$ cat config.mk
export PLATFORM = sky130hd
export DESIGN_NAME = i_decode
export DESIGN_NICKNAME = d
export VERILOG_FILES = /design/src/rtl/i_decode_pkg.sv /design/src/rtl/i_decode_reg_file.sv /design/src/rtl/i_decode.sv
export SDC_FILE = /design/constraint.sdc
export NUM_CORES = 2
export LEC_CHECK = 0
export CAP_MARGIN = 20
export CORE_MARGIN = 2
export CORE_UTILIZATION = 45
export CTS_BUF_LIST = sky130_fd_sc_hd__clkbuf_16
export CTS_CLUSTER_DIAMETER = 30
export DETAILED_ROUTE_END_ITERATION = 8
export HOLD_SLACK_MARGIN = 0.02
export PLACE_DENSITY = 0.66
export SETUP_SLACK_MARGIN = 0.2
export SLEW_MARGIN = 20
export SYNTH_ARGS = -nofsm -noshare
export SYNTH_HDL_FRONTEND = slang
export SYNTH_SLANG_ARGS = --single-unit
$ cat constraint.sdc
create_clock -name clk -period 2.2 [get_ports clk]
set_input_delay 0.55 -clock clk [delete_from_list [all_inputs] [get_ports clk]]
set_output_delay 0.55 -clock clk [all_outputs]
set_load 0.02 [all_outputs]
$ cat src/rtl/i_decode_pkg.sv
// Shared constants, control-group layout and opcode decode for the ID stage.
package i_decode_pkg;

    localparam int unsigned XLEN   = 32;
    localparam int unsigned REG_AW = 5;
    localparam int unsigned NREGS  = 32;
    localparam int unsigned OP_W   = 6;
    localparam int unsigned WB_W   = 2;
    localparam int unsigned M_W    = 3;
    localparam int unsigned EX_W   = 4;

    localparam logic [OP_W-1:0] OP_RTYPE = 6'h00;
    localparam logic [OP_W-1:0] OP_LW    = 6'h23;
    localparam logic [OP_W-1:0] OP_SW    = 6'h2B;
    localparam logic [OP_W-1:0] OP_BEQ   = 6'h04;

    // wb = {RegWrite, MemtoReg}; m = {Branch, MemRead, MemWrite}; ex = {RegDst, ALUOp, ALUSrc}
    typedef struct packed {
        logic [WB_W-1:0] wb;
        logic [M_W-1:0]  m;
        logic [EX_W-1:0] ex;
    } ctrl_t;

    localparam ctrl_t CTRL_RTYPE = ctrl_t'({2'b10, 3'b000, 4'b1100});
    localparam ctrl_t CTRL_LW    = ctrl_t'({2'b11, 3'b010, 4'b0001});
    localparam ctrl_t CTRL_SW    = ctrl_t'({2'b00, 3'b001, 4'b0001});
    localparam ctrl_t CTRL_BEQ   = ctrl_t'({2'b00, 3'b100, 4'b0010});
    localparam ctrl_t CTRL_NOP   = ctrl_t'('0);

    function automatic ctrl_t decode_ctrl(input logic [OP_W-1:0] op);
        ctrl_t c;
        c = CTRL_NOP;
        case (op)
            OP_RTYPE: c = CTRL_RTYPE;
            OP_LW:    c = CTRL_LW;
            OP_SW:    c = CTRL_SW;
            OP_BEQ:   c = CTRL_BEQ;
            default:  c = CTRL_NOP;
        endcase
        return c;
    endfunction

endpackage

$ cat src/rtl/i_decode_reg_file.sv
// 32x32 register file: one synchronous write port, two combinational read ports
// with write-through bypass, r0 hardwired to zero.
module reg_file
    import i_decode_pkg::*;
(
    input  logic              clk,
    input  logic              rst_n,
    input  logic              we,
    input  logic [REG_AW-1:0] waddr,
    input  logic [XLEN-1:0]   wdata,
    input  logic [REG_AW-1:0] raddr1,
    input  logic [REG_AW-1:0] raddr2,
    output logic [XLEN-1:0]   rdata1_c,
    output logic [XLEN-1:0]   rdata2_c
);

    logic [XLEN-1:0] regs [NREGS];
    logic            wr_en;

    assign wr_en = we && (waddr != '0);

    always_ff @(posedge clk or negedge rst_n) begin
        if (!rst_n) begin
            for (int i = 0; i < int'(NREGS); i++) begin
                regs[i] <= '0;
            end
        end else if (wr_en) begin
            regs[waddr] <= wdata;
        end
    end

    // Bypass makes the value being written this cycle visible to the reader.
    always_comb begin
        rdata1_c = '0;
        rdata2_c = '0;
        if (raddr1 != '0) begin
            rdata1_c = (wr_en && (waddr == raddr1)) ? wdata : regs[raddr1];
        end
        if (raddr2 != '0) begin
            rdata2_c = (wr_en && (waddr == raddr2)) ? wdata : regs[raddr2];
        end
    end

endmodule

$ cat src/rtl/i_decode.sv
// Instruction-decode stage: register read, immediate sign-extension, control decode
// and the ID/EX pipeline register.
module i_decode
    import i_decode_pkg::*;
(
    input  logic              clk,
    input  logic              rst_n,
    input  logic [XLEN-1:0]   IF_ID_instruction,
    input  logic [XLEN-1:0]   IF_ID_npc,
    input  logic              MEM_WB_reg_write,
    input  logic [REG_AW-1:0] MEM_WB_write_reg,
    input  logic [XLEN-1:0]   MEM_WB_write_data,
    input  logic              ID_EX_flush,
    output logic [WB_W-1:0]   ID_EX_wb,
    output logic [M_W-1:0]    ID_EX_m,
    output logic [EX_W-1:0]   ID_EX_ex,
    output logic [XLEN-1:0]   ID_EX_npc,
    output logic [XLEN-1:0]   ID_EX_readdat1,
    output logic [XLEN-1:0]   ID_EX_readdat2,
    output logic [XLEN-1:0]   ID_EX_sign_ext,
    output logic [REG_AW-1:0] ID_EX_instr_2016,
    output logic [REG_AW-1:0] ID_EX_instr_1511
);

    logic [XLEN-1:0] rdata1_c;
    logic [XLEN-1:0] rdata2_c;
    logic [XLEN-1:0] sign_ext_c;
    ctrl_t           ctrl_c;

    reg_file u_reg_file (
        .clk      (clk),
        .rst_n    (rst_n),
        .we       (MEM_WB_reg_write),
        .waddr    (MEM_WB_write_reg),
        .wdata    (MEM_WB_write_data),
        .raddr1   (IF_ID_instruction[25:21]),
        .raddr2   (IF_ID_instruction[20:16]),
        .rdata1_c (rdata1_c),
        .rdata2_c (rdata2_c)
    );

    assign sign_ext_c = {{16{IF_ID_instruction[15]}}, IF_ID_instruction[15:0]};
    assign ctrl_c     = decode_ctrl(IF_ID_instruction[31:26]);

    // A flush bubbles only the control groups; data fields still advance.
    always_ff @(posedge clk or negedge rst_n) begin
        if (!rst_n) begin
            ID_EX_wb         <= '0;
            ID_EX_m          <= '0;
            ID_EX_ex         <= '0;
            ID_EX_npc        <= '0;
            ID_EX_readdat1   <= '0;
            ID_EX_readdat2   <= '0;
            ID_EX_sign_ext   <= '0;
            ID_EX_instr_2016 <= '0;
            ID_EX_instr_1511 <= '0;
        end else begin
            ID_EX_wb         <= ID_EX_flush ? WB_W'(0) : ctrl_c.wb;
            ID_EX_m          <= ID_EX_flush ? M_W'(0)  : ctrl_c.m;
            ID_EX_ex         <= ID_EX_flush ? EX_W'(0) : ctrl_c.ex;
            ID_EX_npc        <= IF_ID_npc;
            ID_EX_readdat1   <= rdata1_c;
            ID_EX_readdat2   <= rdata2_c;
            ID_EX_sign_ext   <= sign_ext_c;
            ID_EX_instr_2016 <= IF_ID_instruction[20:16];
            ID_EX_instr_1511 <= IF_ID_instruction[15:11];
        end
    end

endmodule

---- Word level (Yosys, flattened, before mapping) ----
Cells that the tools add are included.
operators by class
  magnitude comparators ................... 4
  equal/unequal tests ..................... 5
  multiplexer cells ....................... 17
  bitwise logic cells ..................... 3
  reduce and logical (&&, ||, !) cells .... 8
operator list
  kind                number
  $bwmux 1024         1
  $bmux 32 s5         2
  $mux 32             9
  $demux 32 s5        1
  $pmux 9 s4          1
  $ge 6x6->1 const B  3
  $not 5->6           3
  $reduce_bool 5->1   3
  $eq 6x6->1 const B  2
  $eq 5x5->1          2
  $eq 6x3->1 const B  1
  $logic_not 6->1     1
  $lt 6x1->1 const B  1
  $logic_and 1x1->1   4
  $mux 4              1
  $mux 3              1
  $mux 2              1
storage, ports and cells
  bits in registers ....................... 1155
  input bits .............................. 105
  output and inout port bits .............. 147

---- Depth between registers and ports, before layout ----
  word-level depth ........................ 6
  mapped depth ............................ 11
  gate-level depth less buffers ........... 5

---- By module ----
Synthesis repeated with hierarchy kept, for this count alone.
second synthesis, totals
  cells, all modules ...................... 4059
  area, all modules ....................... 58945.3 um2
by module, submodules not included
  module    times used  cells each  area an instance (um2)  sequential area each (um2)
  reg_file  1           3900        55605.8                 25624.6
  i_decode  1           159         3339.5                  3078.0

---- Worst setup path after synthesis ----
Ideal clock, no wire load.
  path type ............................... input to register
  from .................................... input port IF_ID_instruction[21]
  to ...................................... register ID_EX_readdat1[28]
  setup time .............................. 124 ps
  data arrival time ....................... 2263 ps
  data required time ...................... 2076 ps
  path slack .............................. -187 ps
  cell stages on the path ................. 7
  buffers on the path ..................... 3
  path through ............................ buf_2 buf_6 buf_2 mux4_2 mux4_2 a22oi_1 nand2_1
on the way
  cells in the longest elaborated chain, start to end .. 6
  elaborated cells on any way between the ends .. 9
ends and longest elaborated chain
  item                                         line                     RTL
  start, declared                              i_decode.sv:8            input logic [XLEN-1:0] IF_ID_instruction,
  $not 5->6 (not written as such)              i_decode_reg_file.sv:37  rdata1_c = (wr_en && (waddr == raddr1)) ? wdata : regs[raddr1];
  $bmux 32 s5                                  i_decode_reg_file.sv:37
  $mux 32 (not written as such) (2 in series)  i_decode_reg_file.sv:37
  $mux 32                                      i_decode_reg_file.sv:37
  $mux 32 (*)                                  i_decode_reg_file.sv:36  if (raddr1 != '0) begin
  named net rdata1_c[28]                       i_decode.sv:25           logic [XLEN-1:0] rdata1_c;
  end signal, assigned                         i_decode.sv:62           ID_EX_readdat1 <= rdata1_c;
  end, declared                                i_decode.sv:18           output logic [XLEN-1:0] ID_EX_readdat1,
Mark *: on every way through the listed nets, which the timed path passes. The rest lies on a longest branch. The select of a mux whose other input is x is not followed.
A chain may end at the register's enable or synchronous reset.

---- Worst setup path after layout ----
  from .................................... register ID_EX_instr_1511[4]
  to ...................................... output port ID_EX_instr_1511[4]
RTL lines
  item                    line            RTL
  start, declared         i_decode.sv:22  output logic [REG_AW-1:0] ID_EX_instr_1511
  start signal, assigned  i_decode.sv:66  ID_EX_instr_1511 <= IF_ID_instruction[15:11];
No word-level cell between the ends.

==> reports/qor.yml <==
status: "finished clean"
port-buffer-count: 251
die_height_um: 366
wl_per_cell_um: 30.3
diodes: 0
worst_pin_slew_ns: 0.737
synthArstFlopShare_pct: 100
powerDensity_nw_per_um2: 1080
ys.flop_type: "dfrtp_1"
ios: 252
ys_warn_count: 0
fin_nets: 4705
place_ws_ns: -0.770
cts_tree: "built"
dr.first_iter.drc_count: 3857
clock_path_buffers: 4
die_w_um: 366
start_util_pct: 45.4
root_buffer: "clkbuf_16"
p_leak_nw: 34.6
via_per_inst: 6.31
cts.sinks: 1147
hold_violations: 0
place_hpwl_um: 127000
place_congestion: 0.865
rsz0062_at_grt: "yes"
syn_to_final_growth_pct: 30.4
grt_max_degree: 105
num_rows: 132
wirelength_um: 199000
synth_top_area_share_pct: 48.7
drv_slew: 0
path_max_fanout: 9
max-vdd-ir-drop_v: 0.000897
cts_inserted_buffers: 296
clk_pin_slew_ns: 0.04
maxCapViolCount: 0
ys_ff_latch: 1147
stdcell_area_um2: 76800
synth_area_leaders: "dfrtp_1 (49%), mux2_2 (20%), mux4_2 (15%)"
relSlewSlack_pct: 49.6
synth_area_um2: 58900
setup_slack_ns: 0.0489
overflow: 0
tns_ns: 0
drive_gt1_share_pct: 54.5
cp-start-kind: "flip-flop"
fp.dieArea_um2: 134000
dpl_cell_area_um2: 67300
setup_violations: 0
dr.pass1.iters: 6
grt_pass1_vias: 43400
final_antenna_net_count: 0
drc: 0
grt_pass1_wl_um: 296000
grt_antenna_before_repair: 0
syn_nets: 4103
synth-edff-count: 0
synth_cell_types: 58
netlist_instances: 3998
insertion_delay_ns: 0.91
htreeDepth: 5
core_area_um2: 130000
vias: 41300
max_freq_mhz: 465
final_period_minus_worst_setup_slack_ns: 2.15
min_path_type: "input pin to flip-flop"
crit_type: "flip-flop to output pin"
cp.arrival_ns: 1.60
synth-seq-area-share_pct: 48.7
crit_required_ns: 1.65
grtUsageTotal_pct: 29.7
finClkSkew_ns: 0.0631
endpoint_kind: "output pin"
yosysTopAreaCell: "dfrtp_1"
avgSynthCellArea_um2: 14.7
fin_crit_sh_pct: 97.8
worst paths after layout:
path	startpoint	endpoint	slack [ns]	cells after the start
worst max-delay path	ID_EX_instr_1511[4]	ID_EX_instr_1511[4]	0.05	2
worst min-delay path	IF_ID_instruction[15]	ID_EX_instr_1511[4]	0.10	1
worst max register to register	u_reg_file.regs[485]	ID_EX_readdat2[5]	0.23	6
worst min register to register	u_reg_file.regs[1003]	u_reg_file.regs[1003]	0.39	0
max in group asynchronous	rst_n	u_reg_file.regs[323]	1.13	4
min in group asynchronous	rst_n	u_reg_file.regs[727]	0.14	2
sequential cells by signal, indices dropped and copies added (netlist names):
register          cells
ID_EX_readdat1       32
ID_EX_wb              1
ID_EX_ex              3
ID_EX_instr_1511      5
ID_EX_sign_ext       11
ID_EX_m               2
ID_EX_npc            32
ID_EX_readdat2       32
ID_EX_instr_2016      5
u_reg_file.regs    1024
cells by family (layout without fill, tap and decap cells):
| logic type | after synthesis | count (layout) | synth area share (%) |
|---|---|---|---|
| AND/OR/NAND/NOR | 200 | 200 | 1.60 |
| AO/OA/AOI/OAI | 423 | 423 | 5.32 |
| XOR/XNOR | 10 | 10 | 0.149 |
| flip-flops | 1147 | 1147 | 48.7 |
| multiplexers | 1745 | 1745 | 40.2 |
| buffers and inverters | 473 | 1284 | 4.01 |
cell type report:
| cell class | count | area, µm² |
|---|---|---|
| Fill cell | 9881 | 52800 |
| Sequential cell | 1147 | 28700 |
| Multi-Input combinational cell | 2378 | 28200 |
| Timing Repair Buffer | 770 | 8090 |
| Clock buffer | 302 | 7560 |
| Tap cell | 1742 | 2180 |
| Clock inverter | 205 | 2060 |
| Inverter | 7 | 26.3 |
layer usage:
metal,routed length (µm),GRT usage [%],vias to the layer above
met5,0,0,-
met4,8230,12.0,0
met3,17000,7.03,508
li1,-,-,16700
met2,92200,45.9,2039
met1,81200,40.3,22100
Yosys cell counts, types with 5 or more instances:
library cell,n
a221o_1,16
xnor2_1,6
o211a_1,8
nor2_1,27
mux4_2,393
o21ai_0,51
buf_4,60
inv_1,7
nand3_1,11
buf_2,68
nand2b_1,7
o22ai_1,7
a31oi_1,8
a22oi_1,63
o2111ai_1,8
buf_1,75
a21oi_1,50
nor2b_1,10
a211oi_1,23
mux2_2,1026
buf_6,27
nand4_1,9
nand2_1,97
o22a_1,6
a221oi_1,79
o211ai_1,44
a21o_1,7
o21bai_1,5
a22o_1,12
mux2i_1,325
o21a_1,13
nor3b_1,6
clkbuf_1,231
nor3_1,9
dfrtp_1,1147
critical path, stage by stage (launching register included):
cell and delay [ns]:
dfrtp_2 0.42, buf_6 0.14, buf_4 0.15
power breakdown:
| group | total (mW) | switching [mW] | internal (mW) | leakage, nW |
|---|---|---|---|---|
| registers | 28.0 | 3.00 | 25.0 | 14.6 |
| logic | 12.8 | 5.25 | 7.56 | 15.2 |
| clock network | 41.9 | 13.2 | 28.8 | 4.75 |
| total | 82.8 | 21.4 | 61.3 | 34.6 |
metrics by stage:
step                      util (%)  hold WS (ns)  power [mW]  cells
final                         59.2         0.102        82.8   6551
after global routing          59.2        0.0759        85.7   6551
after CTS                     59.2        0.0483        83.0   6549
after detailed placement      51.9         0.383        40.8   6037
after global placement        51.9         0.376        40.3   6037
after floorplan                  -         0.254        36.0   3998
what timing repair did:
| item | CTS | global route |
|---|---|---|
| gates cloned | 0 | 1 |
| hold endpoints to repair | 360 | 0 |
| pin swaps | 0 | 1 |
| buffers inserted | 2 | 1 |
| hold buffers | 3 | 0 |
| setup endpoints to repair | 253 | 81 |
| resized for setup | 749 | 16 |
placed cells by master, fill, tap and decap left out, types with 7 or more instances in the layout:
cell	synthesis	final
a211oi_1	23	14
a211oi_2	0	8
a21o_1	7	7
a21oi_1	50	49
a221o_1	16	16
a221oi_1	79	77
a22o_1	12	12
a22oi_1	63	63
a31oi_1	8	8
buf_12	3	156
buf_2	68	72
buf_4	60	373
buf_6	27	68
bufinv_16	0	35
clkbuf_16	0	302
clkdlybuf4s50_1	0	90
clkinv_1	0	32
clkinv_2	0	35
clkinv_4	0	17
clkinvlp_4	0	32
dfrtp_1	1147	1132
dfrtp_2	0	15
inv_1	7	36
inv_6	0	22
mux2_2	1026	1026
mux2i_1	325	324
mux4_2	393	393
nand2_1	97	81
nand2_2	0	16
nand3_1	11	11
nand4_1	9	9
nor2_1	27	15
nor2_4	0	13
nor2b_1	10	8
o211a_1	8	8
o211ai_1	44	44
o21a_1	13	13
o21ai_0	51	47
o22ai_1	7	7
Note: power is estimated with default switching activity, not from simulation.
